## src/rtl/wb_rr_arbiter.sv

```systemverilog
// wb_rr_arbiter: round-robin Wishbone arbiter, nmasters masters onto one slave port.
// Holds the grant for the whole time the owner's cyc is high (bursts included).
// A watchdog ends a strobe the slave never answers: it sends an error to the owner
// and parks the arbiter in ABORT until the owner drops cyc.
// Ports:
//   sys_clk, sys_rst                        clock, async active-high reset
//   m_adr_i/m_dat_i/m_cti_i/m_we_i/m_sel_i  packed per-master request fields, master i at slice i
//   m_cyc_i/m_stb_i                         per-master cycle/strobe
//   m_dat_o, m_ack_o, m_err_o               read data broadcast, owner-only ack/err
//   s_*                                     muxed slave port
//   grant_o, busy_o                         one-hot owner, state != IDLE
module wb_rr_arbiter #(
    parameter int unsigned nmasters  = 4,
    parameter int unsigned adr_width = 32,
    parameter int unsigned dat_width = 32,
    parameter int unsigned timeout   = 1024
) (
    input  logic                              sys_clk,
    input  logic                              sys_rst,
    input  logic [nmasters*adr_width-1:0]     m_adr_i,
    input  logic [nmasters*dat_width-1:0]     m_dat_i,
    output logic [dat_width-1:0]              m_dat_o,
    input  logic [nmasters*3-1:0]             m_cti_i,
    input  logic [nmasters-1:0]               m_we_i,
    input  logic [nmasters*(dat_width/8)-1:0] m_sel_i,
    input  logic [nmasters-1:0]               m_cyc_i,
    input  logic [nmasters-1:0]               m_stb_i,
    output logic [nmasters-1:0]               m_ack_o,
    output logic [nmasters-1:0]               m_err_o,
    output logic [adr_width-1:0]              s_adr_o,
    output logic [dat_width-1:0]              s_dat_o,
    input  logic [dat_width-1:0]              s_dat_i,
    output logic [2:0]                        s_cti_o,
    output logic                              s_we_o,
    output logic [dat_width/8-1:0]            s_sel_o,
    output logic                              s_cyc_o,
    output logic                              s_stb_o,
    input  logic                              s_ack_i,
    input  logic                              s_err_i,
    output logic [nmasters-1:0]               grant_o,
    output logic                              busy_o
);

    localparam int unsigned SEL_W = dat_width / 8;
    localparam int unsigned IDX_W = $clog2(nmasters);
    localparam int unsigned CNT_W = (timeout > 0) ? $clog2(timeout + 1) : 1;
    localparam logic [CNT_W-1:0] CNT_LAST = CNT_W'((timeout > 0) ? timeout - 1 : 0);
    localparam logic [IDX_W-1:0] IDX_LAST = IDX_W'(nmasters - 1);

    typedef enum logic [1:0] {IDLE, OWNED, ABORT} state_t;

    state_t              state, state_next;
    logic [IDX_W-1:0]    last_owner;   // doubles as the current owner index while not IDLE
    logic [IDX_W-1:0]    pick_idx;
    logic [nmasters-1:0] pick_oh;
    logic                pick_valid;
    logic                grant_load, grant_clear;
    logic [CNT_W-1:0]    wd_cnt;
    logic                owned, owner_cyc, owner_stb, wd_expire;

    assign owned     = (state == OWNED);
    assign owner_cyc = (state != IDLE) && m_cyc_i[last_owner];
    assign owner_stb = (state != IDLE) && m_stb_i[last_owner];
    // Owner dropping cyc in the expiry cycle, or any response, suppresses the abort.
    assign wd_expire = (timeout != 0) && owned && owner_cyc && owner_stb &&
                       !s_ack_i && !s_err_i && (wd_cnt == CNT_LAST);

    // Round-robin pick: search last_owner+1 .. last_owner (wrapping), first cyc wins.
    always_comb begin
        int unsigned cand;
        cand       = 0;
        pick_valid = 1'b0;
        pick_idx   = '0;
        pick_oh    = '0;
        for (int unsigned k = 1; k <= nmasters; k++) begin
            cand = (32'(last_owner) + k) % nmasters;
            if (!pick_valid && m_cyc_i[cand]) begin
                pick_valid    = 1'b1;
                pick_idx      = IDX_W'(cand);
                pick_oh       = '0;
                pick_oh[cand] = 1'b1;
            end
        end
    end

    // State register.
    always_ff @(posedge sys_clk or posedge sys_rst) begin
        if (sys_rst) state <= IDLE;
        else         state <= state_next;
    end

    // Next-state logic; a handover loads the new grant without passing through IDLE.
    always_comb begin
        state_next  = state;
        grant_load  = 1'b0;
        grant_clear = 1'b0;
        case (state)
            IDLE: begin
                if (pick_valid) begin
                    state_next = OWNED;
                    grant_load = 1'b1;
                end
            end
            OWNED: begin
                if (!owner_cyc) begin
                    if (pick_valid) begin
                        grant_load = 1'b1;
                    end else begin
                        state_next  = IDLE;
                        grant_clear = 1'b1;
                    end
                end else if (wd_expire) begin
                    state_next = ABORT;
                end
            end
            ABORT: begin
                if (!owner_cyc) begin
                    state_next  = IDLE;
                    grant_clear = 1'b1;
                end
            end
            default: begin
                state_next  = IDLE;
                grant_clear = 1'b1;
            end
        endcase
    end

    // Grant and owner registers.
    always_ff @(posedge sys_clk or posedge sys_rst) begin
        if (sys_rst) begin
            grant_o    <= '0;
            last_owner <= IDX_LAST;
        end else if (grant_load) begin
            grant_o    <= pick_oh;
            last_owner <= pick_idx;
        end else if (grant_clear) begin
            grant_o    <= '0;
        end
    end

    // Watchdog: counts unanswered strobe cycles of the current owner.
    always_ff @(posedge sys_clk or posedge sys_rst) begin
        if (sys_rst) begin
            wd_cnt <= '0;
        end else if (!s_stb_o || s_ack_i || s_err_i || grant_load || wd_expire) begin
            wd_cnt <= '0;
        end else begin
            wd_cnt <= wd_cnt + CNT_W'(1);
        end
    end

    // Output logic: request mux from the registered owner, responses gated to it.
    always_comb begin
        s_adr_o = '0;
        s_dat_o = '0;
        s_cti_o = '0;
        s_we_o  = 1'b0;
        s_sel_o = '0;
        if (state != IDLE) begin
            s_adr_o = m_adr_i[32'(last_owner)*adr_width +: adr_width];
            s_dat_o = m_dat_i[32'(last_owner)*dat_width +: dat_width];
            s_cti_o = m_cti_i[32'(last_owner)*3 +: 3];
            s_we_o  = m_we_i[last_owner];
            s_sel_o = m_sel_i[32'(last_owner)*SEL_W +: SEL_W];
        end
        s_cyc_o = owner_cyc && owned;
        s_stb_o = owner_stb && owned;
        m_dat_o = s_dat_i;
        m_ack_o = (s_ack_i && owned) ? grant_o : '0;
        m_err_o = ((s_err_i && owned) || wd_expire) ? grant_o : '0;
        busy_o  = (state != IDLE);
    end

endmodule

```

## config.mk

```make
export PLATFORM = sky130hd
export DESIGN_NAME = wb_rr_arbiter
export DESIGN_NICKNAME = d
export VERILOG_FILES = /design/src/rtl/wb_rr_arbiter.sv
export SDC_FILE = /design/constraint.sdc
export NUM_CORES = 1
export LEC_CHECK = 0
export CORE_AREA = 2 2 177 179
export CTS_CLUSTER_SIZE = 25
export DETAILED_ROUTE_END_ITERATION = 7
export DIE_AREA = 0 0 179 181
export PLACE_DENSITY = 0.49
export SKIP_CTS_REPAIR_TIMING = 1
export SYNTH_ARGS = -nofsm -noshare
export SYNTH_HDL_FRONTEND = slang
export SYNTH_SLANG_ARGS = --single-unit
export TNS_END_PERCENT = 100
```

## constraint.sdc

```tcl
create_clock -name sys_clk -period 7.7 [get_ports sys_clk]
set_input_delay 0.77 -clock sys_clk [delete_from_list [all_inputs] [get_ports sys_clk]]
set_output_delay 0.77 -clock sys_clk [all_outputs]
set_load 0.05 [all_outputs]
```

==> impl_results.md, run 1 <==
- Starting DRT DRC Count: 198
- Data arrival time of the worst path: around 3800 ps
- Final #Nets: 1,034
- Worst-Margin Slew: a little over 800 ps
- Total number of vias: about 4.6k
- Clk Latency, worst-skew pair: 250 ps
- Post-Syn Area: 4070 sq um
- Worst Path Required: between 6000 and 7000 ps
- Register bit total from synthesis: 19
- DR DRC count: 0
- # setup viols final: 0
- Startpoint class of the critical path: flip-flop
- Power Dens Cells: 347 nW/um^2
- P&R area growth vs syn: 100%
- Initial core utilization: a little over an eighth
- Vias per inst: roughly 4.2
- Sink Count: 19
- First-pass GRT wire length: 34,000 um
- Detailed Routing Iterations Pass 1: 4
- Slew headroom: between 40% and 50%
- Core Area: ~30,000 sq um
- Post-synth top area cell: mux4_2
- Final Cycle Share: around three fifths
- Yosys warns: 0
- Fmax: about 0.22 GHz
- CTS tree: built
- Synth Instances: about 360
- Net Count, Synth: 704
- Root buffer selected by CTS: clkbuf_16
- Initial antenna violation count: 10
- Critical path type: reg -> out
- P_leak: 2.86 nW
- I/O pin count: about 450
- GRT overflow: 0
- Final HPWL DP: 20,700 um
- Die Area: around 32,000 sq um
- Routability Congestion: between 0.8 and 0.9
- Cell Rows: 64
- Inserted Clock Buffers: 3
- Cell count of the worst hold path: 1
- Post-Route Skew: between 3 and 4 ps
- Distinct cells, synth: 53
- HP Class: reg -> reg
- Pin count of the biggest net entering global routing: 74
- All-layer global routing usage: between 10 and 15%
- Die width: approximately 180 um
- Post-DR wirelength/cell: 22.9 um
- IO Port Bufs: 386
- H-tree Lvls: 1
- Worst Reg-to-Reg Cells: 8
- Max Cap Viol: 0
- Die Y-Extent: ~180 um
- Worst setup EP type: output port
- Maximum root-to-sink buffer count: 2
- Post-synth ARST share: 100%
- RSZ-0062 raised after global routing: false
- Final TNS setup: 0 ps
- EDFF count, synth: 0
- Post-route minimum period: ~4600 ps
- Status: finished clean
- CP Max Fanout: between 40 and 50
- Clock-pin slew on the worst setup and hold paths: 60 ps
- Max-slew violations: 0
- Post-synth top flop: dfrtp_1
- Worst vdd ir: around 0.27 mV
- Vias in the first global route: approximately 4.8k
- Mean Syn Cell Area: 11.2 sq um
- Synth top area cells: mux4_2 42%, and2_1 12%, dfrtp_1 10%, buf_4 6.1%, ha_1 2.5%
- Final wirelength: around 25,000 um
- Seq/Total Area, Yosys: between 10% and 20%
- Final core occ: between 20% and 30%
- Share of layout cells above drive strength 1: around 16%
- Top cell type's share of synthesized area: 41.5%
- Final Hold Fails: 0
- Antenna Nets Post-Route: 0
## per-layer routing
layer  routed length [um]  track usage (%)  vias to the layer above
li1                     -                -                     2032
met1                10900             20.3                     2256
met2                11000             22.1                      267
met3                 2810             4.19                       16
met4                  195             1.69                        6
met5                   33                0                        -
## worst max-delay path, stage by stage, from the launching register on
cell	delay, ps
dfstp_4	1120
buf_4	770
mux4_2	710
and2_1	210
clkdlybuf4s50_1	700
## cell families (layout without fill, tap and decap cells)
kind of cell               count (synthesis)  count (layout)  share of synthesized area [%]
and+or+nand+nor                          152             152                           23.7
DFF                                       19              19                           11.8
AOI/OAI and AO/OA                         22              22                           5.23
buffers and inverters                     70             399                           10.6
xor gates and xnor gates                   8               8                           1.72
other                                      0               2                              0
muxes                                     85              85                           44.5
adders and majority gates                  8               8                           2.46
## path summary, 6_finish.rpt
| kind | startpoint | end | slack [ps] |
|---|---|---|---|
| hold / removal | wd_cnt[0]$_DFF_PP0_ | wd_cnt[0]$_DFF_PP0_ | 540 |
| hold reg to reg | wd_cnt[0]$_DFF_PP0_ | wd_cnt[0]$_DFF_PP0_ | 540 |
| setup / recovery | last_owner[0]$_DFFE_PP1P_ | s_dat_o[5] | 3110 |
| setup reg to reg | last_owner[1]$_DFFE_PP1P_ | grant_o[2]$_DFFE_PP0P_ | 4170 |
| min in group asynchronous | sys_rst | grant_o[0]$_DFFE_PP0P_ | 960 |
| max in group asynchronous | sys_rst | wd_cnt[4]$_DFF_PP0_ | 6240 |
## state kept, by name (all words and copies together), names as in the netlist
register	flops
last_owner	2
grant_o	4
state	2
wd_cnt	11
## cell type report
class                           count  area (sq um)
Antenna cell                        2          5.00
Clock buffer                        4          78.8
Fill cell                        3194         22200
Inverter                            6          22.5
Multi-Input combinational cell    275          3160
Sequential cell                    19           485
Tap cell                          396           495
Timing Repair Buffer              389          3890
## Yosys cell counts (2+ instances only)
| cell | number |
|---|---|
| dfrtp_1 | 17 |
| mux2i_1 | 4 |
| mux4_2 | 75 |
| nor2_2 | 9 |
| a221oi_1 | 2 |
| a221o_1 | 4 |
| nand2_1 | 8 |
| nor2_1 | 10 |
| and2_1 | 81 |
| buf_4 | 33 |
| nand4_1 | 8 |
| clkbuf_1 | 15 |
| and3_4 | 2 |
| or3b_1 | 3 |
| inv_1 | 6 |
| buf_2 | 11 |
| mux2_4 | 3 |
| buf_6 | 4 |
| and3_1 | 8 |
| ha_1 | 8 |
| xor2_1 | 7 |
| dfstp_2 | 2 |
| nor3_1 | 2 |
| o211ai_1 | 6 |
| nand3_1 | 8 |
## cell usage in the layout (no fill, tap or decap), types with 4 or more instances in the layout
cell type	Yosys	final
a221o_1	4	4
and2_1	81	81
and3_1	8	8
clkdlybuf4s50_1	0	386
dfrtp_1	17	17
ha_1	8	8
inv_1	6	5
mux2i_1	4	4
mux4_2	75	75
nand2_1	8	8
nand3_1	8	8
nand4_1	8	8
nor2_1	10	10
nor2_2	9	9
o211ai_1	6	6
xor2_1	7	7
## per-stage QoR
| step | worst slack, ps | total power, mW | hold WS, ps | instance area, sq um | instances |
|---|---|---|---|---|---|
| finish | 3110 | 2.82 | 542 | 8130 | 1091 |
| global placement | 3250 | 2.75 | 534 | 8050 | 1085 |
| global route | 2870 | 2.97 | 586 | 8130 | 1091 |
| CTS | 2990 | 2.87 | 544 | 8130 | 1089 |
| detailed placement | 3270 | 2.74 | 537 | 8050 | 1085 |
| floorplan | 4740 | 1.92 | 488 | 4070 | 364 |
## where the power goes
part           switching, mW  internal, mW  total [mW]
Combinational           1.40          1.06        2.47
Clock                 0.0374        0.0704       0.108
Sequential             0.116         0.127       0.243
Note: power is estimated with default switching activity, not from simulation.
==> run 2: changes to the inputs <==
Settings changed: PLACE_DENSITY 0.49 to 0.5.
Clock period 7.7 ns to 4.2 ns, I/O delays scaled along.
==> run 2 against run 1 <==
  * Combinational power grew 92%
  * First-iteration DRC count grew 24%
  * Critical endpoint is now m_err_o[2]
  * Sequential share of layout area down 0.060 points
  * Cell count grew 0.46%
  * Non-clock buffer count rose by 4
  * Utilization is 0.27 points higher
==> impl_results.md, run 2 (same netlist as run 1, synthesis figures left out) <==
- Status: finished clean
- P_int: ~2.4 mW
- P_leak: between 2 and 3 nW
- CTS tree: built
- Startpoint class of the critical path: flip-flop
- Worst setup EP type: output port
- Post-Route Skew: 1.62 ps
- All-layer global routing usage: 13.6%
- Die Y-Extent: 181 um
- Sink Count: 19
- Slew headroom: roughly 45%
- Reg with most FFs: wd_cnt
- I/O pin count: roughly 450
- Crit-path slowest cell: dfstp_4
- Wl on met1: approximately 9900 um
- Initial core utilization: a little over an eighth
- Routability Congestion: 0.868
- P&R area growth vs syn: 102%
- Fmax: approximately 0.28 GHz
- RSZ-0062 raised after global routing: false
- Crit path buffers/inverters: 1
- Met3 wire len: ~2800 um
- Post-route minimum period: 3530 ps
- Final Cycle Share: between 80% and 90%
- Maximum root-to-sink buffer count: 2
- Starting DRT DRC Count: 245
- Clock power frac: ~3.8%
- Antenna Nets Post-Route: 0
- Slowest stage delay, CP: ~830 ps
- Met2 routed WL: about 11,000 um
- Worst Path Required: 3780 ps
- Vias in the first global route: around 4.7k
- Max-slew violations: 0
- First-pass GRT wire length: roughly 32,000 um
- HP Class: reg -> reg
- Worst hold slack: roughly 530 ps
- Max layer used: met5
- Final Hold Fails: 0
- FILL cells: approximately 3.2k
- Detailed Routing Iterations Pass 1: 4
- Top flop regs: wd_cnt: 11 flops, grant_o: 4 flops
- Total number of vias: approximately 4.5k
- Power Dens Cells: around 640 nW/um^2
- Clock-pin slew on the worst setup and hold paths: around 50 ps
- Logic pwr share: ~90%
- CP Max Fanout: 17
- Core Area: 30,300 sq um
- Root buffer selected by CTS: clkbuf_16
- Max FFs per register: 11
- Initial antenna violation count: 3
- Max Cap Viol: 0
- DR DRC count: 0
- Final wirelength: 23,800 um
- Sw Pwr: 2.90 mW
- IO Port Bufs: around 390
- GRT overflow: 0
- Critical-path cell list: mux4_2 -> and3_4 -> nor4b_4 -> a21o_1 -> and2_1 -> clkdlybuf4s50_1
- H-tree Lvls: 1
- Most frequent cells in the layout: 386 x clkdlybuf4s50_1, 81 x and2_1, 75 x mux4_2
- Data arrival time of the worst path: 3110 ps
- Worst vdd ir: ~0.30 mV
- Most common cell after layout, fill and taps aside: clkdlybuf4s50_1
- Design Area, Final: around 8200 sq um
- Post-DR wirelength/cell: approximately 22 um
- DP Area: roughly 8100 sq um
- Seq pwr share: under 10%
- Final HPWL DP: ~20,000 um
- Critical path type: reg -> out
- Clk Latency, worst-skew pair: approximately 250 ps
- Final #Nets: 1,038
- Pin count of the biggest net entering global routing: 54
- Die width: 179 um
- Share of layout cells above drive strength 1: roughly 16%
- # setup viols final: 0
- Inserted Clock Buffers: 3
- Worst-Margin Slew: between 800 and 900 ps
- Vias per inst: 4.09
- Switching Share: between 50% and 60%
- Final TNS setup: 0 ps
- Kind of cell adding the most delay to the critical path: flip-flops
- Cell Rows: 64
- Die Area: 32,400 sq um
## run 2: final timing paths
kind                                            from                     end  slack, ps  depth (start not counted)
hold reg to reg                  wd_cnt[0]$_DFF_PP0_     wd_cnt[0]$_DFF_PP0_        530                          1
min in group asynchronous                    sys_rst     wd_cnt[3]$_DFF_PP0_        650                          2
hold / removal                   wd_cnt[0]$_DFF_PP0_     wd_cnt[0]$_DFF_PP0_        530                          1
setup reg to reg           last_owner[0]$_DFFE_PP1P_  grant_o[0]$_DFFE_PP0P_       1130                          8
setup / recovery           last_owner[0]$_DFFE_PP1P_              m_err_o[2]        670                          6
max in group asynchronous                    sys_rst     wd_cnt[8]$_DFF_PP0_       3040                          2
## run 2: stage by stage
stage	instances	utilization [%]	power, mW	setup WS, ps
after CTS	1093	27.0	5.34	606
after global placement	1089	26.8	5.14	852
final	1096	27.1	5.27	672
after global routing	1093	27.0	5.53	548
after detailed placement	1089	26.8	5.11	831
after floorplan	364	-	3.53	1240
## run 2: power by group through the flow
stage	combinational, mW	sequential, mW	clock, mW
after floorplan	3.22	0.309	0
after global placement	4.80	0.340	0
after detailed placement	4.76	0.343	0
after CTS	4.80	0.339	0.205
after global routing	4.98	0.346	0.209
final	4.74	0.326	0.198
## run 2: metal layers
| metal | vias up | global-route usage (%) |
|---|---|---|
| met3 | 14 | 4.88 |
| li1 | 2041 | - |
| met1 | 2198 | 17.5 |
| met5 | - | 0 |
| met2 | 232 | 22.1 |
| met4 | 2 | 1.82 |
## run 2: cell type report
type                       count  area, sq um  share of cell area (%)
multi-input combinational    275         3160                    38.4
sequential                    19          485                    5.91
timing repair buffer         393         3970                    48.3
tap                          396          495                    6.03
inverter                       6         22.5                   0.274
clock buffer                   4         78.8                   0.960
antenna                        3         7.51                  0.0914
==> run 3: changes to the inputs <==
Settings changed: PLACE_DENSITY 0.5 to 0.49.
Clock period 4.2 ns to 3.25 ns, I/O delays scaled along.
==> run 3 against run 2 <==
  * Critical path depth is 2 lower
  * Utilization is 0.30 points lower
  * Register-to-register slack worse by 620 ps
  * Cell count hardly changed
  * Largest power group unchanged
  * Highest routed layer unchanged
==> impl_results.md, run 3 (same netlist as run 1, synthesis figures left out) <==
- Power Dens Cells: ~830 nW/um^2
- Slowest stage delay, CP: between 800 and 900 ps
- Most frequent cells in the layout: 317 x clkdlybuf4s50_1, 81 x and2_1, 75 x mux4_2
- Most common cell after layout, fill and taps aside: clkdlybuf4s50_1
- Routability Congestion: between 0.8 and 0.9
- Initial core utilization: about 13%
- GR Layer Usage met2: a little over a fifth
- Non-Filler Instances: 1,095
- Initial antenna violation count: 1
- Vias per inst: 4.12
- Setup WS pre-CTS: between 400 and 500 ps
- Fmax: between 0.3 and 0.4 GHz
- Crit-path slowest cell: dfstp_4
- Met3 GRT Util: between 6 and 7%
- Power, Total: ~6.8 mW
- Inst Count DP: about 1.1k
- Cell Rows: 64
- HP Class: in -> async
- Final Hold Fails: 0
- Post-DR wirelength/cell: between 20 and 25 um
- Final Cycle Share: around 93%
- Pin count of the biggest net entering global routing: 47
- Die width: ~180 um
- Clock-pin slew on the worst setup and hold paths: around 50 ps
- ANT cells: 0
- Busiest layer in global routing: met2
- H-tree Lvls: 1
- Final HPWL DP: between 20,000 and 25,000 um
- Top flop regs: wd_cnt: 11 flops, grant_o: 4 flops
- Sink Count: 19
- Root buffer selected by CTS: clkbuf_16
- Data arrival time of the worst path: approximately 2700 ps
- Critical path type: reg -> out
- Crit path buffers/inverters: 2
- Maximum root-to-sink buffer count: 2
- Die Area: between 30,000 and 40,000 sq um
- I/O pin count: about 450
- Final wirelength: around 24,000 um
- Detailed Routing Iterations Pass 1: 4
- Startpoint class of the critical path: flip-flop
- Slew headroom: about half
- Core Area: 30,300 sq um
- Final TNS setup: 0 ps
- P_leak: about 3 nW
- CTS tree: built
- Critical-path cell list: buf_12 -> mux2_4 -> and2_1 -> clkdlybuf4s50_1
- Max-slew violations: 0
- Met1 Track Usage GR: a little under a fifth
- Status: finished clean
- DP Area: 8050 sq um
- Clk Latency, worst-skew pair: 250 ps
- RSZ-0062 raised after global routing: false
- CP Max Fanout: 39
- Final #Nets: 1,040
- Worst setup EP type: output port
- Vias in the first global route: approximately 4.7k
- Total number of vias: roughly 4.5k
- All-layer global routing usage: between 10% and 20%
- Worst-Margin Slew: between 700 and 800 ps
- First-pass GRT wire length: around 33,000 um
- Post-route minimum period: between 3000 and 4000 ps
- Reg with most FFs: wd_cnt
- # setup viols final: 0
- GRT overflow: 0
- Die Y-Extent: roughly 180 um
- IO Port Bufs: around 390
- Design Area, Final: 8120 sq um
- Post-Route Skew: around 1.5 ps
- Starting DRT DRC Count: around 220
- Max FFs per register: 11
- Worst Path Required: 2920 ps
- P&R area growth vs syn: 99.8%
- Final WS setup: about 230 ps
- Worst vdd ir: ~0.44 mV
- Max Cap Viol: 0
- Inserted Clock Buffers: 3
- Antenna Nets Post-Route: 0
- DR DRC count: 0
- Kind of cell adding the most delay to the critical path: buffers and inverters
- Share of layout cells above drive strength 1: about a quarter
run 3: cell count changes in the layout (fill, tap and decap cells not counted):
cell / before / now
buf_12: 4 / 10
buf_4: 3 / 68
clkdlybuf4s50_1: 386 / 317
diode_2: 3 / 0
run 3: path summary, 6_finish.rpt:
path,start,to,slack (ps),depth (start not counted)
min in group sys_clk,wd_cnt[0]$_DFF_PP0_,wd_cnt[0]$_DFF_PP0_,540,1
worst max register to register,last_owner[0]$_DFFE_PP1P_,grant_o[1]$_DFFE_PP0P_,510,7
worst min register to register,wd_cnt[0]$_DFF_PP0_,wd_cnt[0]$_DFF_PP0_,540,1
max in group asynchronous,sys_rst,wd_cnt[2]$_DFF_PP0_,2270,2
worst max-delay path,last_owner[0]$_DFFE_PP1P_,s_cyc_o,230,4
worst min-delay path,sys_rst,wd_cnt[0]$_DFF_PP0_,510,2
run 3: per-stage QoR:
stage	utilization [%]	hold WS (ps)
global placement	26.5	532
global route	26.8	571
floorplan	-	275
detailed placement	26.5	540
finish	26.8	512
CTS	26.8	550
run 3: where the power goes:
part           switching [mW]  total, mW  internal (mW)
logic                    3.51       6.05           2.54
clock network          0.0918      0.259          0.167
registers               0.163      0.461          0.299
run 3: final cells by class:
class | count | area [sq um]
multi-input cells | 275 | 3160
inverters | 6 | 22.5
flip-flops and latches | 19 | 485
fillers | 3181 | 22200
clock buffers | 4 | 78.8
repair buffers | 395 | 3880
well taps | 396 | 495
run 3: worst reg2reg max path: stages, from the launching register on:
cell and delay (ps):
dfstp_4 840, inv_1 230, ha_1 480, mux4_2 330, nor2b_2 200, a221o_1 300
o211ai_1 110, nand4_1 120
run 3: routing by layer:
metal,part of all wire (%),vias to the layer above,wire (um)
li1,-,2043,-
met1,41,2198,10000
met2,45,253,10900
met3,13,11,3220
met4,0.70,2,170
met5,0.053,-,13
